`src/rtl/shift_right_seq_pkg.sv`:
```
// Shared MIPS definitions for the sequential right-shifter: opcode/funct
// encodings, counter width and the FSM state type.
package shift_right_seq_pkg;

  localparam logic [5:0] OP_RTYPE   = 6'h00;
  localparam logic [5:0] FUNCT_SRL  = 6'h02;
  localparam logic [5:0] FUNCT_SRA  = 6'h03;
  localparam logic [5:0] FUNCT_SRLV = 6'h06;
  localparam logic [5:0] FUNCT_SRAV = 6'h07;

  localparam int CNT_W = 5;

  typedef enum logic [1:0] {
    IDLE  = 2'b00,
    SHIFT = 2'b01,
    DONE  = 2'b10
  } state_e;

endpackage

```
`src/rtl/shift_right_decode.sv`:
```
// Combinational decode of opcode/funct into shift kind and shift amount.
// Anything that is not one of the four right shifts is a zero-length pass-through.
module shift_right_decode
  import shift_right_seq_pkg::*;
(
  input  logic [5:0]       opcode,
  input  logic [5:0]       funct,
  input  logic [4:0]       shamt,
  input  logic [4:0]       rs_amt,
  output logic             is_right,
  output logic             is_arith,
  output logic [CNT_W-1:0] amt
);

  // Classify the instruction and select immediate or register amount
  always_comb begin
    is_right = 1'b0;
    is_arith = 1'b0;
    amt      = 5'd0;
    if (opcode == OP_RTYPE) begin
      case (funct)
        FUNCT_SRL: begin
          is_right = 1'b1;
          amt      = shamt;
        end
        FUNCT_SRA: begin
          is_right = 1'b1;
          is_arith = 1'b1;
          amt      = shamt;
        end
        FUNCT_SRLV: begin
          is_right = 1'b1;
          amt      = rs_amt;
        end
        FUNCT_SRAV: begin
          is_right = 1'b1;
          is_arith = 1'b1;
          amt      = rs_amt;
        end
        default: begin
          is_right = 1'b0;
          is_arith = 1'b0;
          amt      = 5'd0;
        end
      endcase
    end else begin
      is_right = 1'b0;
      is_arith = 1'b0;
      amt      = 5'd0;
    end
  end

endmodule

```
`src/rtl/shift_right_seq.sv`:
```
// Sequential MIPS right shifter (SRL/SRA/SRLV/SRAV), one bit per clock.
// data_out mirrors the work register; it is only meaningful while done is high.
module shift_right_seq
  import shift_right_seq_pkg::*;
#(
  parameter int W = 32
) (
  input  logic         clk,
  input  logic         rst_n,
  input  logic         start,
  input  logic [5:0]   opcode,
  input  logic [5:0]   funct,
  input  logic [4:0]   shamt,
  input  logic [4:0]   rs_amt,
  input  logic [W-1:0] data_in,
  output logic [W-1:0] data_out,
  output logic         busy,
  output logic         done
);

  state_e             state_r;
  state_e             state_s;
  logic [W-1:0]       work_r;
  logic [CNT_W-1:0]   cnt_r;
  logic               arith_r;
  logic               busy_r;
  logic               done_r;

  logic               is_right_s;
  logic               is_arith_s;
  logic [CNT_W-1:0]   amt_s;
  logic [CNT_W-1:0]   load_amt_s;
  logic               accept_s;

  shift_right_decode u_decode (
    .opcode   (opcode),
    .funct    (funct),
    .shamt    (shamt),
    .rs_amt   (rs_amt),
    .is_right (is_right_s),
    .is_arith (is_arith_s),
    .amt      (amt_s)
  );

  // Acceptance window and the amount actually loaded into the counter
  always_comb begin
    accept_s   = 1'b0;
    load_amt_s = 5'd0;
    if (start && ((state_r == IDLE) || (state_r == DONE))) begin
      accept_s = 1'b1;
    end else begin
      accept_s = 1'b0;
    end
    if (is_right_s) begin
      load_amt_s = amt_s;
    end else begin
      load_amt_s = 5'd0;
    end
  end

  // Next-state logic; DONE can chain straight into a new operation
  always_comb begin
    state_s = state_r;
    case (state_r)
      IDLE, DONE: begin
        if (accept_s) begin
          if (load_amt_s == 5'd0) begin
            state_s = DONE;
          end else begin
            state_s = SHIFT;
          end
        end else begin
          state_s = IDLE;
        end
      end
      SHIFT: begin
        if (cnt_r == 5'd1) begin
          state_s = DONE;
        end else begin
          state_s = SHIFT;
        end
      end
      default: begin
        state_s = IDLE;
      end
    endcase
  end

  // State, datapath and registered status flags
  always_ff @(posedge clk or negedge rst_n) begin
    if (!rst_n) begin
      state_r <= IDLE;
      work_r  <= '0;
      cnt_r   <= 5'd0;
      arith_r <= 1'b0;
      busy_r  <= 1'b0;
      done_r  <= 1'b0;
    end else begin
      state_r <= state_s;
      busy_r  <= (state_s == SHIFT);
      done_r  <= (state_s == DONE);
      if (accept_s) begin
        work_r  <= data_in;
        cnt_r   <= load_amt_s;
        arith_r <= is_arith_s;
      end else if (state_r == SHIFT) begin
        // Arithmetic shifts keep re-inserting the sign bit held in bit W-1
        work_r <= {arith_r & work_r[W-1], work_r[W-1:1]};
        cnt_r  <= cnt_r - 5'd1;
      end else begin
        work_r <= work_r;
        cnt_r  <= cnt_r;
      end
    end
  end

  assign data_out = work_r;
  assign busy     = busy_r;
  assign done     = done_r;

endmodule

```
`config.mk`:
```
export PLATFORM = sky130hd
export DESIGN_NAME = shift_right_seq
export DESIGN_NICKNAME = d
export VERILOG_FILES = /design/src/rtl/shift_right_seq_pkg.sv /design/src/rtl/shift_right_decode.sv /design/src/rtl/shift_right_seq.sv
export SDC_FILE = /design/constraint.sdc
export NUM_CORES = 1
export LEC_CHECK = 0
export CAP_MARGIN = 20
export CORE_MARGIN = 4
export CORE_UTILIZATION = 44
export DETAILED_ROUTE_END_ITERATION = 8
export PLACE_DENSITY = 0.94
export RECOVER_POWER = 50
export SLEW_MARGIN = 20
export SYNTH_ARGS = -nofsm -noshare
export SYNTH_HDL_FRONTEND = slang
export SYNTH_SLANG_ARGS = --single-unit
```
`constraint.sdc`:
```
create_clock -name clk -period 3.1 [get_ports clk]
set_input_delay 0.62 -clock clk [delete_from_list [all_inputs] [get_ports clk]]
set_output_delay 0.62 -clock clk [all_outputs]
set_load 0.02 [all_outputs]
```
Yosys cells after proc, flatten, opt, wreduce, memory -nomap -nowiden

Cells that the tools add are included.
Widths: inputs -> output; s select.

Add/subtract/negate cells: 1
Eq/ne operators: 9
Mux-type cells: 16
Bitwise gates (word level): 1
Reductions and logical operators: 11

Operator list:

| kind                | count |
|---|---|
| $mux 32             | 2 |
| $mux 5              | 4 |
| $eq 6x2->1 const B  | 2 |
| $eq 6x3->1 const B  | 2 |
| $pmux 5 s2          | 1 |
| $reduce_or 2->1     | 4 |
| $logic_not 6->1     | 1 |
| $mux 2              | 3 |
| $eq 5x1->1 const B  | 1 |
| $logic_not 5->1     | 1 |
| $mux 1              | 5 |
| $sub 5x1->5 const B | 1 |
| $eq 2x1->1 const B  | 2 |
| $eq 2x2->1 const B  | 2 |
| $pmux 2 s2          | 1 |
| $reduce_or 4->1     | 1 |
| $logic_not 2->1     | 1 |
| $reduce_bool 2->1   | 1 |
| $and 1x1->1         | 1 |
| $logic_and 1x1->1   | 1 |
| $logic_or 1x1->1    | 1 |

Register bits after elaboration: 42
Input bits: 57
Output and inout bits: 34

Depth between registers and ports, before layout

Depth after elaboration: 10
Depth in mapped cells: 7
Gate-level depth less buffers: 5

Hierarchy

Synthesis repeated with hierarchy kept, for this count alone.

Cells, all modules: 209
Area total of the unflattened synthesis: 2114.5 µm²

Modules (own cells, without submodules):

| module             | times used | cells an instance | area an instance (µm²) | sequential area each (µm²) |
|---|---|---|---|---|
| shift_right_seq    | 1          | 189               | 1978.1                 | 1051.0 |
| shift_right_decode | 1          | 20                | 136.4                  | 0.0 |

Worst setup path after synthesis

No wires, ideal clock.

Kind: input to register
Start: input funct[3]
End: register busy_r, in the netlist busy
Setup time: 0.087 ns
Arrival time: 1.790 ns
Required time: 3.013 ns
Path slack: 1.223 ns
Stages on the path: 4
Path through: or4b_4 nor4_4 nand2_1 o211ai_1

Cells in the longest elaborated chain, start to end: 10

RTL lines:

| what                                                         | RTL line                 | source |
|---|---|---|
| from (decl)                                                  | shift_right_seq.sv:12    | `input logic [5:0] funct,` |
| $eq 6x3->1 or $eq 6x2->1 (tied branches)                     | shift_right_decode.sv:21 | `case (funct)` |
| $reduce_or 2->1 (no line) or $reduce_or 4->1 (tied branches) | --                       |  |
| $pmux 5 s2 or $mux 1 (tied branches)                         | shift_right_decode.sv:21 |  |
| $mux 5 or $mux 1 (tied branches)                             | shift_right_decode.sv:20 | `if (opcode == OP_RTYPE) begin` |
| $mux 5 (*)                                                   | shift_right_seq.sv:54    | `if (is_right_s) begin` |
| $logic_not 5->1 (*)                                          | shift_right_seq.sv:67    | `if (load_amt_s == 5'd0) begin` |
| $mux 2 (*)                                                   | shift_right_seq.sv:67    |  |
| $mux 2 (*)                                                   | shift_right_seq.sv:66    | `if (accept_s) begin` |
| $pmux 2 s2 (*)                                               | shift_right_seq.sv:64    | `case (state_r)` |
| $eq 2x1->1 (*)                                               | shift_right_seq.sv:100   | `busy_r <= (state_s == SHIFT);` |
| to (signal assigned)                                         | shift_right_seq.sv:100   |  |
| to (decl)                                                    | shift_right_seq.sv:26    | `logic busy_r;` |

Every way passes the cells marked *; elsewhere a longest branch is shown, timed or not.
A chain may end at the register's enable or synchronous reset.

Worst setup path in the final report

Start: input start
End: register work_r[24], in the netlist data_out[24]

Cells in the longest elaborated chain, start to end: 3

RTL lines:

| what                                         | RTL line               | source |
|---|---|---|
| from (decl)                                  | shift_right_seq.sv:10  | `input logic start,` |
| $logic_and 1x1->1 (*)                        | shift_right_seq.sv:49  | `if (start && ((state_r == IDLE) \|\| (state_r == DONE))) begin` |
| $mux 1 (*)                                   | shift_right_seq.sv:49  |  |
| $mux 32 or $reduce_bool 2->1 (tied branches) | --                     |  |
| to (signal assigned)                         | shift_right_seq.sv:103 | `work_r <= data_in;` |
| to (signal assigned)                         | shift_right_seq.sv:108 | `work_r <= {arith_r & work_r[W-1], work_r[W-1:1]};` |
| to (signal assigned)                         | shift_right_seq.sv:111 | `work_r <= work_r;` |
| to (decl)                                    | shift_right_seq.sv:23  | `logic [W-1:0] work_r;` |

Marked as above.

==> results.sh <==
export IMPL_status="finished clean"
export IMPL_final_area_sq_mm=0.00297
export IMPL_yosysSeqAreaShare=0.534
export IMPL_drc_errors=0
export IMPL_port_buffers=90
export IMPL_max_cap_violations=0
export IMPL_wirelength_um=5620
export IMPL_overflow=0
export IMPL_critPathLaunchType="primary input"
export IMPL_hold_buffers=0
export IMPL_route_met2_wl_um=2820
export IMPL_rrSetupSlack_ps=1050
export IMPL_synth_async_reset_ratio=1.00
export IMPL_tightest_slew_ps=936
export IMPL_synth_edff_count=0
export IMPL_timing_final_ws_setup_ps=927
export IMPL_worst_path_stages=6
export IMPL_numCtsBuffers=5
export IMPL_clkTransAtPathRegs_ps=80
export IMPL_r2r_start="state_r[1]"
export IMPL_reg2reg_depth=6
export IMPL_synth_seq_cells=42
export IMPL_slew_viol_final=0
export IMPL_fin_crit_ps=2170
export IMPL_fp_dieH_um=74.9
export IMPL_m1WireLength_um=2200
export IMPL_postCtsSetupBuffers=0
export IMPL_clk_latency_ps=280
export IMPL_holdWs_ps=477
export IMPL_grt_max_degree=43
export IMPL_finalNetCount=352
export IMPL_synth_nets=266
export IMPL_pre_cts_ws_ps=644
export IMPL_area_growth_syn_to_layout_pct=51.0
export IMPL_fin_skew_ps=4.50
export IMPL_ys_types=30
export IMPL_slew_headroom=0.376
export IMPL_path_class="primary input to register"
export IMPL_start_util=0.452
export IMPL_hpwl_um=4070
export IMPL_clkSinkCount=42
export IMPL_cp_num_buf_inv=2
export IMPL_die_x_um=74.9
export IMPL_netlist_area_sq_mm=0.00197
export IMPL_timing_critical_path_from="start"
export IMPL_power_density_mw_per_mm2=421
export IMPL_first_iter_violations=130
export IMPL_cts_tree="yes"
export IMPL_wl_met3_um=435
export IMPL_drtAntennaViolNets=0
export IMPL_crit_slowest_cell="dlygate4sd3_1"
export IMPL_r2r_end="data_out[11]"
export IMPL_synthCells=207
export IMPL_syn_avg_cell_area_sq_um=9.51
export IMPL_post_cts_resized=0
export IMPL_vias=1879
export IMPL_core_area_sq_mm=0.00435
export IMPL_vdd_ir_drop_max_uv=274
export IMPL_wire_per_inst_um=16.3
export IMPL_required_ps=3320
export IMPL_p_leak_nw=1.20
export IMPL_hold_class="primary input to asynchronous set/reset pin"
export IMPL_clockBufferDepth=2
export IMPL_grt_pass1_wl_um=8600
export IMPL_dpl_instance_area_sq_mm=0.00290
export IMPL_cp_max_fo=15
export IMPL_cp_cell_sequence="dlygate4sd3_1 > nand2b_1 > nand2_1 > buf_4 > nor2_1 > nor2_1"
export IMPL_top_level_ports=91
export IMPL_cts_root_buffer="clkbuf_8"
export IMPL_highest_layer="met4"
export IMPL_setup_viol=0
export IMPL_cp_top_family="buffers and inverters"
export IMPL_hold_violations=0
export IMPL_rsz0062_at_grt="false"
export IMPL_antennaDiodeCount=0
export IMPL_grt_pass1_vias=1906
export IMPL_vias_per_cell=5.45
export IMPL_track_usage=0.203
export IMPL_timing_final_crit_share=0.701
export IMPL_cp_end_kind="register"
export IMPL_gp_congestion=0.843
export IMPL_htreeDepth=2
export IMPL_drive_gt1_frac=0.0444
export IMPL_yosys_warnings=0
export IMPL_slowest_delay_ps=780
export IMPL_critPathMostFrequentCell="nor2_1"
export IMPL_cp_endpoint="data_out[24]"
export IMPL_row_count=24
export IMPL_fmax_mhz=460
export IMPL_ys_flop_type="dfrtp_1"
export IMPL_grt_antenna_before_repair=0
export IMPL_die_area_sq_mm=0.00561
export IMPL_first_pass_iters=4
export IMPL_cp_arrival_ps=2390
export IMPL_finalSetupTns_ps=0
[power breakdown]
part	total (mW)	internal [mW]	switching [mW]
combinational	0.298	0.160	0.138
sequential	0.624	0.589	0.0358
clock	0.330	0.155	0.175
[final cells by class]
cell class | instances | area, sq um
clock buffer | 7 | 76.3
fill | 353 | 1380
inverter | 2 | 7.51
multi-input combinational | 149 | 855
sequential | 42 | 1050
tap | 52 | 65.1
timing repair buffer | 93 | 918
[worst min path at each step]
stage | cells after the start | slack, ps | endpoint
final | 1 | 480 | state_r[1]
after global routing | 2 | 510 | arith_r
after CTS | 2 | 480 | arith_r
after detailed placement | 2 | 460 | arith_r
after global placement | 2 | 450 | arith_r
after floorplan | 0 | 320 | arith_r
[flip-flops by register name, summed over array words and instances (netlist names)]
signal / cells
data_out: 32
state_r: 2
cnt_r: 5
busy: 1
arith_r: 1
done: 1
[worst reg2reg max path: stages, from the launching register on]
cell and delay [ps]:
dfrtp_1 560, nand2b_1 160, buf_4 340, nand2_1 410, buf_4 330, nor2_1 100, nor2_1 50
[stage by stage]
stage,total power [mW],instances,utilization
global route,1.31,345,0.683
CTS,1.27,345,0.683
global placement,0.931,338,0.665
finish,1.25,345,0.683
floorplan,0.755,207,-
detailed placement,0.940,338,0.665
[layer usage]
layer  vias up  global-route usage
li1        915                   -
met1       873               0.234
met2        79               0.354
met3        12              0.0507
met4         0              0.0909
met5         -                   0
[kinds of logic after synthesis]
group / synth area share
flops: 0.534
compound gates: 0.168
simple gates: 0.197
buf+inv: 0.0318
mux: 0.0521
xor+xnor: 0.00445
fa+ha+maj: 0.0127
[Yosys cell counts (3+ instances only)]
master     n  area (sq um)
mux2i_1    8          80.1
dfrtp_1   42          1050
clkbuf_1  10          37.5
nand2_1    7          26.3
o22ai_1   27           169
o21ai_0    3          15.0
nor2b_1    6          37.5
o221ai_1   3          26.3
a21oi_1    6          30.0
a211oi_1   6          45.0
nor2_1    58           218
nand3_1    4          20.0
[layout by cell type (no fill, tap or decap), types with 3 or more instances in the layout]
master            n
nor2_1           58
o221ai_1          3
nand3_1           4
buf_4             3
clkdlybuf4s50_1  76
o21ai_0           3
nand2_1           7
dlygate4sd3_1    13
dfrtp_1          42
a211oi_1          6
nor2b_1           6
mux2i_1           8
o22ai_1          27
a21oi_1           6
clkbuf_8          5
No activity file was read; power rests on OpenSTA's default activity.
